===== src/rtl/img_fetch_unit_pkg.sv =====
// rtl/img_fetch_unit_pkg.sv - shared opcodes, fetch FSM states and stride encodings
package img_fetch_unit_pkg;

   // Decoder opcodes and operand selects used across the accelerator
   typedef enum logic [2:0] {
      OP_NOP     = 3'd0,
      OP_CONV    = 3'd1,
      OP_RELU    = 3'd2,
      OP_MAXPOOL = 3'd3,
      OP_LOAD    = 3'd4
   } opcode_e;

   localparam logic [1:0] OP_SEL_IMG = 2'd0;
   localparam logic [1:0] OP_SEL_KER = 2'd1;
   localparam logic [1:0] OP_SEL_OUT = 2'd2;

   // Fetch FSM states
   localparam logic [1:0] ST_IDLE  = 2'd0;
   localparam logic [1:0] ST_FETCH = 2'd1;
   localparam logic [1:0] ST_DRAIN = 2'd2;
   localparam logic [1:0] ST_DONE  = 2'd3;

   // stride2 input encoding
   localparam logic STRIDE_1 = 1'b0;
   localparam logic STRIDE_2 = 1'b1;

endpackage


===== src/rtl/img_fetch_unit_win_fifo.sv =====
// rtl/img_fetch_unit_win_fifo.sv - 2-entry fall-through FIFO with registered head
module win_fifo #(
   parameter int WIDTH = 9
) (
   input  logic             clk,
   input  logic             rstn,
   input  logic             push,
   input  logic [WIDTH-1:0] din,
   input  logic             pop,
   output logic [WIDTH-1:0] dout,
   output logic             valid,
   output logic [1:0]       count
);

   logic [WIDTH-1:0] head_q;
   logic [WIDTH-1:0] tail_q;
   logic [1:0]       count_q;
   logic             pop_ok;

   // a pop against an empty FIFO is meaningless, so it is ignored
   assign pop_ok = pop && (count_q != 2'd0);

   // head_q always holds the oldest entry so the output is straight from a flop
   always_ff @(posedge clk) begin
      if (!rstn) begin
         head_q  <= '0;
         tail_q  <= '0;
         count_q <= 2'd0;
      end else begin
         case ({push, pop_ok})
            2'b10: begin
               if (count_q == 2'd0) head_q <= din;
               else                 tail_q <= din;
               count_q <= count_q + 2'd1;
            end
            2'b01: begin
               head_q  <= tail_q;
               count_q <= count_q - 2'd1;
            end
            2'b11: begin
               if (count_q == 2'd1) begin
                  head_q <= din;
               end else begin
                  head_q <= tail_q;
                  tail_q <= din;
               end
            end
            default: ;
         endcase
      end
   end

   assign dout  = head_q;
   assign valid = (count_q != 2'd0);
   assign count = count_q;

endmodule


===== src/rtl/img_fetch_unit.sv =====
// rtl/img_fetch_unit.sv - sliding-window address generator and pixel streamer
module img_fetch_unit
   import img_fetch_unit_pkg::*;
#(
   parameter int ADDR_WIDTH        = 10,
   parameter int IMG_SIZE_WIDTH    = 5,
   parameter int KERNEL_SIZE_WIDTH = 3,
   parameter int DATA_WIDTH        = 8
) (
   input  logic                         clk,
   input  logic                         rstn,
   input  logic                         start,
   input  logic                         img_fetch_en,
   input  logic [ADDR_WIDTH-1:0]        img_addr,
   input  logic [IMG_SIZE_WIDTH-1:0]    img_size,
   input  logic [KERNEL_SIZE_WIDTH-1:0] ker_size,
   input  logic                         stride2,
   output logic                         bram_img_en,
   output logic [ADDR_WIDTH-1:0]        bram_img_addr,
   input  logic [DATA_WIDTH-1:0]        bram_img_dout,
   output logic [DATA_WIDTH-1:0]        win_data,
   output logic                         win_valid,
   input  logic                         win_ready,
   output logic                         win_last,
   output logic                         busy,
   output logic                         done,
   output logic                         err
);

   // position arithmetic width: holds pos + stride + Keff without overflow
   localparam int PW = IMG_SIZE_WIDTH + KERNEL_SIZE_WIDTH + 1;

   logic [1:0]                   state;
   logic [IMG_SIZE_WIDTH-1:0]    n_q;
   logic [KERNEL_SIZE_WIDTH-1:0] keff_q;
   logic                         s2_q;
   logic [IMG_SIZE_WIDTH-1:0]    orow_pos;
   logic [IMG_SIZE_WIDTH-1:0]    ocol_pos;
   logic [KERNEL_SIZE_WIDTH-1:0] kr;
   logic [KERNEL_SIZE_WIDTH-1:0] kc;
   logic [ADDR_WIDTH-1:0]        wrow_base;
   logic [ADDR_WIDTH-1:0]        win_base;
   logic [ADDR_WIDTH-1:0]        erow_base;
   logic                         rd_pend;
   logic                         last_pend;
   logic [1:0]                   fifo_count;

   logic [KERNEL_SIZE_WIDTH-1:0] keff_in;
   logic                         start_go;
   logic                         k_gt_n;
   logic [PW-1:0]                stride_pw;
   logic [IMG_SIZE_WIDTH-1:0]    stride_pos;
   logic                         col_more;
   logic                         row_more;
   logic                         kc_end;
   logic                         kr_end;
   logic                         last_elem;
   logic [2:0]                   credits;
   logic                         pop;
   logic                         issue;
   logic [ADDR_WIDTH-1:0]        n_ext;
   logic [ADDR_WIDTH-1:0]        row_step;
   logic [ADDR_WIDTH-1:0]        col_step;

   assign keff_in  = (ker_size == '0) ? KERNEL_SIZE_WIDTH'(1) : ker_size;
   assign start_go = start && img_fetch_en && (state == ST_IDLE);
   assign k_gt_n   = PW'(keff_in) > PW'(img_size);

   // a further window exists when the next origin plus Keff still fits in N
   assign stride_pw  = (s2_q == STRIDE_2) ? PW'(2) : PW'(1);
   assign stride_pos = (s2_q == STRIDE_2) ? IMG_SIZE_WIDTH'(2) : IMG_SIZE_WIDTH'(1);
   assign col_more   = (PW'(ocol_pos) + stride_pw + PW'(keff_q)) <= PW'(n_q);
   assign row_more   = (PW'(orow_pos) + stride_pw + PW'(keff_q)) <= PW'(n_q);
   assign kc_end     = (kc == keff_q - KERNEL_SIZE_WIDTH'(1));
   assign kr_end     = (kr == keff_q - KERNEL_SIZE_WIDTH'(1));
   assign last_elem  = kc_end && kr_end && !col_more && !row_more;

   // stepping by S rows is N or 2N, done with a shift rather than a multiply
   assign n_ext    = ADDR_WIDTH'(n_q);
   assign row_step = (s2_q == STRIDE_2) ? (n_ext << 1) : n_ext;
   assign col_step = (s2_q == STRIDE_2) ? ADDR_WIDTH'(2) : ADDR_WIDTH'(1);

   // credits count every read that will still need a FIFO slot
   assign credits = 3'(fifo_count) + 3'(rd_pend);
   assign pop     = win_valid && win_ready;
   assign issue   = (state == ST_FETCH) && ((credits - 3'(pop)) < 3'd2);

   assign bram_img_en = issue;
   assign busy        = (state == ST_FETCH) || (state == ST_DRAIN);
   assign done        = (state == ST_DONE);

   // FSM, job capture and incremental window walk over the image
   always_ff @(posedge clk) begin
      if (!rstn) begin
         state         <= ST_IDLE;
         n_q           <= '0;
         keff_q        <= '0;
         s2_q          <= 1'b0;
         orow_pos      <= '0;
         ocol_pos      <= '0;
         kr            <= '0;
         kc            <= '0;
         wrow_base     <= '0;
         win_base      <= '0;
         erow_base     <= '0;
         bram_img_addr <= '0;
         err           <= 1'b0;
      end else begin
         case (state)
            ST_IDLE: begin
               if (start_go) begin
                  n_q           <= img_size;
                  keff_q        <= keff_in;
                  s2_q          <= stride2;
                  orow_pos      <= '0;
                  ocol_pos      <= '0;
                  kr            <= '0;
                  kc            <= '0;
                  wrow_base     <= img_addr;
                  win_base      <= img_addr;
                  erow_base     <= img_addr;
                  bram_img_addr <= img_addr;
                  err           <= k_gt_n;
                  state         <= k_gt_n ? ST_DONE : ST_FETCH;
               end
            end
            ST_FETCH: begin
               if (issue) begin
                  if (last_elem) state <= ST_DRAIN;
                  if (!kc_end) begin
                     kc            <= kc + KERNEL_SIZE_WIDTH'(1);
                     bram_img_addr <= bram_img_addr + ADDR_WIDTH'(1);
                  end else if (!kr_end) begin
                     kc            <= '0;
                     kr            <= kr + KERNEL_SIZE_WIDTH'(1);
                     erow_base     <= erow_base + n_ext;
                     bram_img_addr <= erow_base + n_ext;
                  end else if (col_more) begin
                     kc            <= '0;
                     kr            <= '0;
                     ocol_pos      <= ocol_pos + stride_pos;
                     win_base      <= win_base + col_step;
                     erow_base     <= win_base + col_step;
                     bram_img_addr <= win_base + col_step;
                  end else if (row_more) begin
                     kc            <= '0;
                     kr            <= '0;
                     ocol_pos      <= '0;
                     orow_pos      <= orow_pos + stride_pos;
                     wrow_base     <= wrow_base + row_step;
                     win_base      <= wrow_base + row_step;
                     erow_base     <= wrow_base + row_step;
                     bram_img_addr <= wrow_base + row_step;
                  end
               end
            end
            ST_DRAIN: begin
               // leave as the final element is accepted so done follows it directly
               if (!rd_pend && ((fifo_count == 2'd0) || ((fifo_count == 2'd1) && pop)))
                  state <= ST_DONE;
            end
            ST_DONE: state <= ST_IDLE;
            default: state <= ST_IDLE;
         endcase
      end
   end

   // one read in flight at most; remember whether it closes a window
   always_ff @(posedge clk) begin
      if (!rstn) begin
         rd_pend   <= 1'b0;
         last_pend <= 1'b0;
      end else begin
         rd_pend   <= issue;
         last_pend <= kc_end && kr_end;
      end
   end

   win_fifo #(
      .WIDTH(DATA_WIDTH + 1)
   ) u_win_fifo (
      .clk   (clk),
      .rstn  (rstn),
      .push  (rd_pend),
      .din   ({last_pend, bram_img_dout}),
      .pop   (pop),
      .dout  ({win_last, win_data}),
      .valid (win_valid),
      .count (fifo_count)
   );

endmodule


===== config.mk =====
export PLATFORM = sky130hd
export DESIGN_NAME = img_fetch_unit
export DESIGN_NICKNAME = d
export VERILOG_FILES = /design/src/rtl/img_fetch_unit_pkg.sv /design/src/rtl/img_fetch_unit_win_fifo.sv /design/src/rtl/img_fetch_unit.sv
export SDC_FILE = /design/constraint.sdc
export NUM_CORES = 1
export LEC_CHECK = 0
export BUFFER_PORTS_ARGS = -buffer_cell sky130_fd_sc_hd__buf_2
export CORE_MARGIN = 2
export CORE_UTILIZATION = 40
export DETAILED_ROUTE_END_ITERATION = 6
export MAX_ROUTING_LAYER = met4
export PLACE_DENSITY = 0.6
export SYNTH_ARGS = -nofsm -noshare
export SYNTH_HDL_FRONTEND = slang
export SYNTH_SLANG_ARGS = --single-unit

===== constraint.sdc =====
create_clock -name clk -period 9.3 [get_ports clk]
set_input_delay 0.465 -clock clk [delete_from_list [all_inputs] [get_ports clk]]
set_output_delay 0.465 -clock clk [all_outputs]
set_load 0.01 [all_outputs]

After elaboration in Yosys (flattened, before gate mapping):

Index checks and enable logic that the tools add are counted.
W data, S select, Z words.

* memories kept: 0
* register bits: 90
* RAM bits: 0
* ROM bits: 0
* bits in latches: 0
* word-level logic and storage cells: 154
* bits of input ports: 32
* output and inout port bits: 24

* $add $sub $neg: 17
* multiply operators: 0
* reductions and logical operators: 31
* $lt $le $gt $ge: 4
* shift operators: 0
* bitwise gates (word level): 0
* equality and inequality tests: 23
* mux-type cells: 61
* divide/modulo/power cells: 0

Operators by type and width (number)
* $mux W10: 15
* $pmux W10 S2: 4
* $mux W5: 11
* $mux W9: 4
* $mux W3: 10
* $pmux W9 S3: 1
* $ne A2 B2 Y1 const B: 10
* $pmux W5 S2: 2
* $pmux W9 S2: 1
* $mux W2: 8
* $add A6 B3 Y7: 2
* $le A7 B5 Y1: 2
* $add A5 B2 Y6: 2
* $pmux W3 S2: 2
* $add A10 B1 Y10 const B: 1
* $add A10 B2 Y10: 1
* $add A10 B5 Y10: 1
* $add A10 B6 Y10: 1
* $add A5 B2 Y5: 2
* $logic_and A1 B1 Y1: 10
* $eq A2 B2 Y1 const B: 4
* $pmux W2 S4: 1
* $reduce_and A4 Y1: 2
* $reduce_bool A2 Y1: 4
* other kinds (26): 35

Logic depth before layout (Yosys ltp):

* depth in word-level cells: 10
* mapped depth: 17
* mapped depth without buffers: 15

Cells and area by module:

From an unflattened synthesis, not the netlist that was laid out.

* cells, all modules: 855
* area, all modules: 6749.0 µm²

Modules (own cells, without submodules)
* img_fetch_unit: cells each 733, area an instance 5710.5 µm², seq. area each 1401.3 µm², times used 1
* win_fifo: cells each 122, area an instance 1038.5 µm², seq. area each 400.4 µm², times used 1

Least setup slack after synthesis:

No wires, ideal clock.

* kind: flip-flop to flip-flop
* start: reg s2_q
* end: reg wrow_base[5]
* slack: 5229 ps
* buffers on the path: 2
* stages on the path, launching flop included: 18
* arrival time: 3983 ps
* period minus slack after synthesis: 4071 ps
* library setup time: 88 ps
* required time: 9212 ps
* cells stage by stage: dfxtp_1 > clkbuf_1 > inv_1 > fa_1 > inv_1 > ha_1 > inv_1 > fa_1 > inv_1 > ha_1 > o21ai_0 > a21oi_1 > o31ai_2 > o2111ai_4 > a21oi_4 > buf_6 > nor2_1 > a311oi_2

* word-level cells in the longest chain between the ends: 8
* elaborated cells on any way between the ends: 18
* classes of those cells: add/sub (5); order compare (2); eq/ne (2); mux (8); reduce/logical (1)

RTL lines
* from (decl): line img_fetch_unit.sv:36 `logic s2_q;`
* from (signal assigned): line img_fetch_unit.sv:114 `s2_q <= stride2;`
* parallel branches: the longest is 8 deep, another holds $add A6 B3 Y7
* to (signal assigned): line img_fetch_unit.sv:119 `wrow_base <= img_addr;`
* to (signal assigned): line img_fetch_unit.sv:150 `wrow_base <= wrow_base + row_step;`
* to (decl): line img_fetch_unit.sv:41 `logic [ADDR_WIDTH-1:0] wrow_base;`

Parallel ways; which one is timed is not known. The select of a mux whose other input is x is not followed.
A chain may end at the register's enable or synchronous reset.

Worst setup path in the final report:

* start: reg s2_q
* end: reg ocol_pos[3]

* word-level cells in the longest chain between the ends: 9
* elaborated cells on any way between the ends: 16
* classes of those cells: add/sub (5); order compare (2); eq/ne (1); mux (7); reduce/logical (1)

RTL lines
* $mux W2: line img_fetch_unit.sv:70, img_fetch_unit.sv:71
* $add A5 B2 Y6: line img_fetch_unit.sv:72 `assign col_more = (PW'(ocol_pos) + stride_pw + PW'(keff_q)) <= PW'(n_q);`
* $add A6 B3 Y7: line img_fetch_unit.sv:72
* $le A7 B5 Y1: line img_fetch_unit.sv:72
* $mux W5: line img_fetch_unit.sv:138 `end else if (col_more) begin`
* $mux W5: line img_fetch_unit.sv:133 `end else if (!kr_end) begin`
* $mux W5: line img_fetch_unit.sv:130 `if (!kc_end) begin`
* $mux W5: line img_fetch_unit.sv:128 `if (issue) begin`
* $pmux W5 S2: line img_fetch_unit.sv:109 `case (state)`
* to (signal assigned): line img_fetch_unit.sv:141 `ocol_pos <= ocol_pos + stride_pos;`
* to (decl): line img_fetch_unit.sv:38 `logic [IMG_SIZE_WIDTH-1:0] ocol_pos;`

Parallel ways exist; a longest one is shown, timed or not. The select of a mux whose other input is x is not followed.

==> run summary <==
status - finished clean
met2 wire length - 8550 um
maximum clock frequency - 0.199 GHz
Mapped Nets - 877
H-tree levels - 3
# diodes - 0
Fin. Hold Viols - 0
vias - 5749
Final setup viols - 0
num ports - 56
cell-internal power - 1.01 mW
Least-Margin Pin Slew - 1050 ps
initial antenna violation count - 0
met3 wire length - 634 um
ys async rst share - 0
Placed Area - 0.00688 mm^2
RSZ-0062 raised after global routing - no
DRC viols - 0
Num CTS Buffers - 9
Post-Syn Area per Cell - 8.26 um^2
worst min-delay path class - input pin to flip-flop
GPL Wtd Cong - 0.907
largest net degree at the start of global routing - 57
Fin Setup TNS - 0 ps
critical path class - flip-flop to flip-flop
fin nets - 913
Final Power - 1.81 mW
Slew Limit Fails - 0
share of cells above drive strength 1 - 0.133
max cap viols - 0
Finished Cell Area - 0.00719 mm^2
hold_sp - bram_img_dout[0]
Pleak - 2.97 nW
Yosys warning count - 0
die footprint - 0.0172 mm^2
most common cell after layout, fill and taps aside - dfxtp_1
Area Growth Syn to Fin - 11.5%
cells after synthesis - 781
final WL - 17600 um
Avg Vias per Cell - 5.54
switching part of the total - 0.442
clk slew on worst S/H paths - 70 ps
Post-CTS Resized - 0
first-pass GRT wire length - 28000 um
register area share after synthesis - 0.279
GRT Overall Usage - 0.219
worst hold slack - 347 ps
initial core utilization - 0.408
highest routed layer - met4
GRT overflow - 0
Slew HR - 0.297
Setup crit end kind - flip-flop
Setup crit start kind - flip-flop
Starting DRT DRC Count - 350
Die Height - 131 um
most frequent cells in the layout - dfxtp_1, nor2_1, nand2_1
number of synthesized register bits - 90
# Post-CTS Setup Buffers - 0
Pre-antenna DRT Iters - 5
CTS Buffer Depth - 2
fin crit share - 0.541
CTS tree - yes
antenna viol nets, final - 0
number of synthesized flops with an enable pin - 0
Worst VDD drop - 0.000143 V
sequential power share - 0.314
power density cells - 252 mW/mm^2
Crit path required time - 9560 ps
FF-to-FF Start - s2_q
CP arrival - 5290 ps
NetSw - 0.801 mW
wl on met1 - 7990 um
Rows - 46
Routed WL per cell - 17.0 um
Die X - 131 um
mapped cell area - 0.00645 mm^2
Main synth FF type - dfxtp_1
fin crit period - 5030 ps
number of global-route vias before repair - 5401
worst-path fanout max - 27
CTS root buf - clkbuf_16
clk sinks - 90
CORE AREA - 0.0158 mm^2
hold buffer count at cts - 0
Clk network pwr share - 0.220
CP startpoint - s2_q
synth unique cells - 82
Skew-Pair Late Insertion Delay - 360 ps
worst clock skew - 6.51 ps
dpl hpwl - 13000 um
number of I/O port buffers - 55
Comb power frac - 0.466
==> metrics by stage <==
| step | util | cells | setup slack (ps) |
|---|---|---|---|
| 6_report | 0.454 | 1038 | 4270 |
| 3_3_place_gp | 0.434 | 1022 | 4490 |
| 5_1_grt | 0.454 | 1038 | 3670 |
| 3_5_place_dp | 0.434 | 1022 | 4330 |
| 2_1_floorplan | - | 781 | 5230 |
| 4_1_cts | 0.454 | 1038 | 4300 |
==> final cells by class <==
class | instances | area [um^2]
clock buffers | 9 | 225
repair buffers | 60 | 313
fillers | 1598 | 8640
clock inverters | 7 | 90.1
multi-input cells | 605 | 4300
flip-flops and latches | 90 | 1800
well taps | 216 | 270
inverters | 51 | 191
==> cell families after synthesis <==
| family | share of synthesized area |
|---|---|
| AOI/OAI and AO/OA | 0.271 |
| xor gates and xnor gates | 0.0586 |
| adders and majority gates | 0.138 |
| buffers and inverters | 0.0545 |
| DFF | 0.279 |
| muxes | 0.0283 |
| and+or+nand+nor | 0.170 |
==> synth_stat cells (3+ instances only) <==
cell	count	area [um^2]
xnor2_1	20	175
or2_2	3	18.8
o41ai_1	3	26.3
o22ai_1	7	43.8
or3_1	3	18.8
o31ai_1	8	60.1
xor2_1	18	158
a22oi_1	10	75.1
buf_4	4	30.0
buf_2	5	25.0
nor2_1	70	263
a221oi_1	3	26.3
dfxtp_1	90	1800
o211ai_1	5	37.5
and3_1	9	56.3
o21ai_0	53	265
clkbuf_1	22	82.6
fa_1	12	240
nand2_1	69	259
a21boi_0	5	37.5
mux2i_1	16	160
a21o_1	8	60.1
a211oi_2	5	62.6
buf_1	3	11.3
nand4_1	5	31.3
nand3_1	13	65.1
inv_1	50	188
nor2b_1	13	81.3
nand2b_1	13	81.3
nor3_1	10	50.1
a21oi_1	68	340
a211oi_1	21	158
o21a_1	4	30.0
nor4_1	4	25.0
a31oi_1	17	106
ha_1	52	651
==> metal layers <==
| layer | vias to the layer above | track usage |
|---|---|---|
| met4 | 0 | 0.0901 |
| met3 | 29 | 0.0269 |
| li1 | 2887 | - |
| met5 | - | - |
| met2 | 133 | 0.361 |
| met1 | 2700 | 0.272 |
==> critical path, stage by stage, from the launching register on <==
cell and delay, ps:
dfxtp_1 760, inv_1 420, fa_1 560, inv_1 70
ha_1 160, inv_1 50, fa_1 480, inv_1 40
ha_1 270, o21ai_0 170, a21oi_1 80, o31ai_2 420
o2111ai_4 260, a21oi_4 710, nand2b_1 290, o21ba_2 180
==> state kept, by name, indices dropped and copies added (netlist names), 5 cells and up <==
signal             cells
erow_base             10
bram_img_addr         10
wrow_base             10
u_win_fifo.dout        9
ocol_pos               5
win_base              10
u_win_fifo.tail_q      9
orow_pos               5
n_q                    5
==> power by group through the flow <==
stage                     registers [mW]  logic, mW  clock network, mW
after global routing               0.584      0.942              0.419
after detailed placement           0.576      0.841                  0
after global placement             0.577      0.836                  0
final                              0.570      0.846              0.399
after floorplan                    0.572      0.615                  0
after CTS                          0.570      0.845              0.406
==> worst paths after layout <==
check	slack, ps	depth (start not counted)	end
max reg2reg	4270	15	ocol_pos[3]
min	350	3	u_win_fifo.tail_q[0]
min reg2reg	460	2	err
max	4270	15	ocol_pos[3]
(Power assumes the default switching activity.)
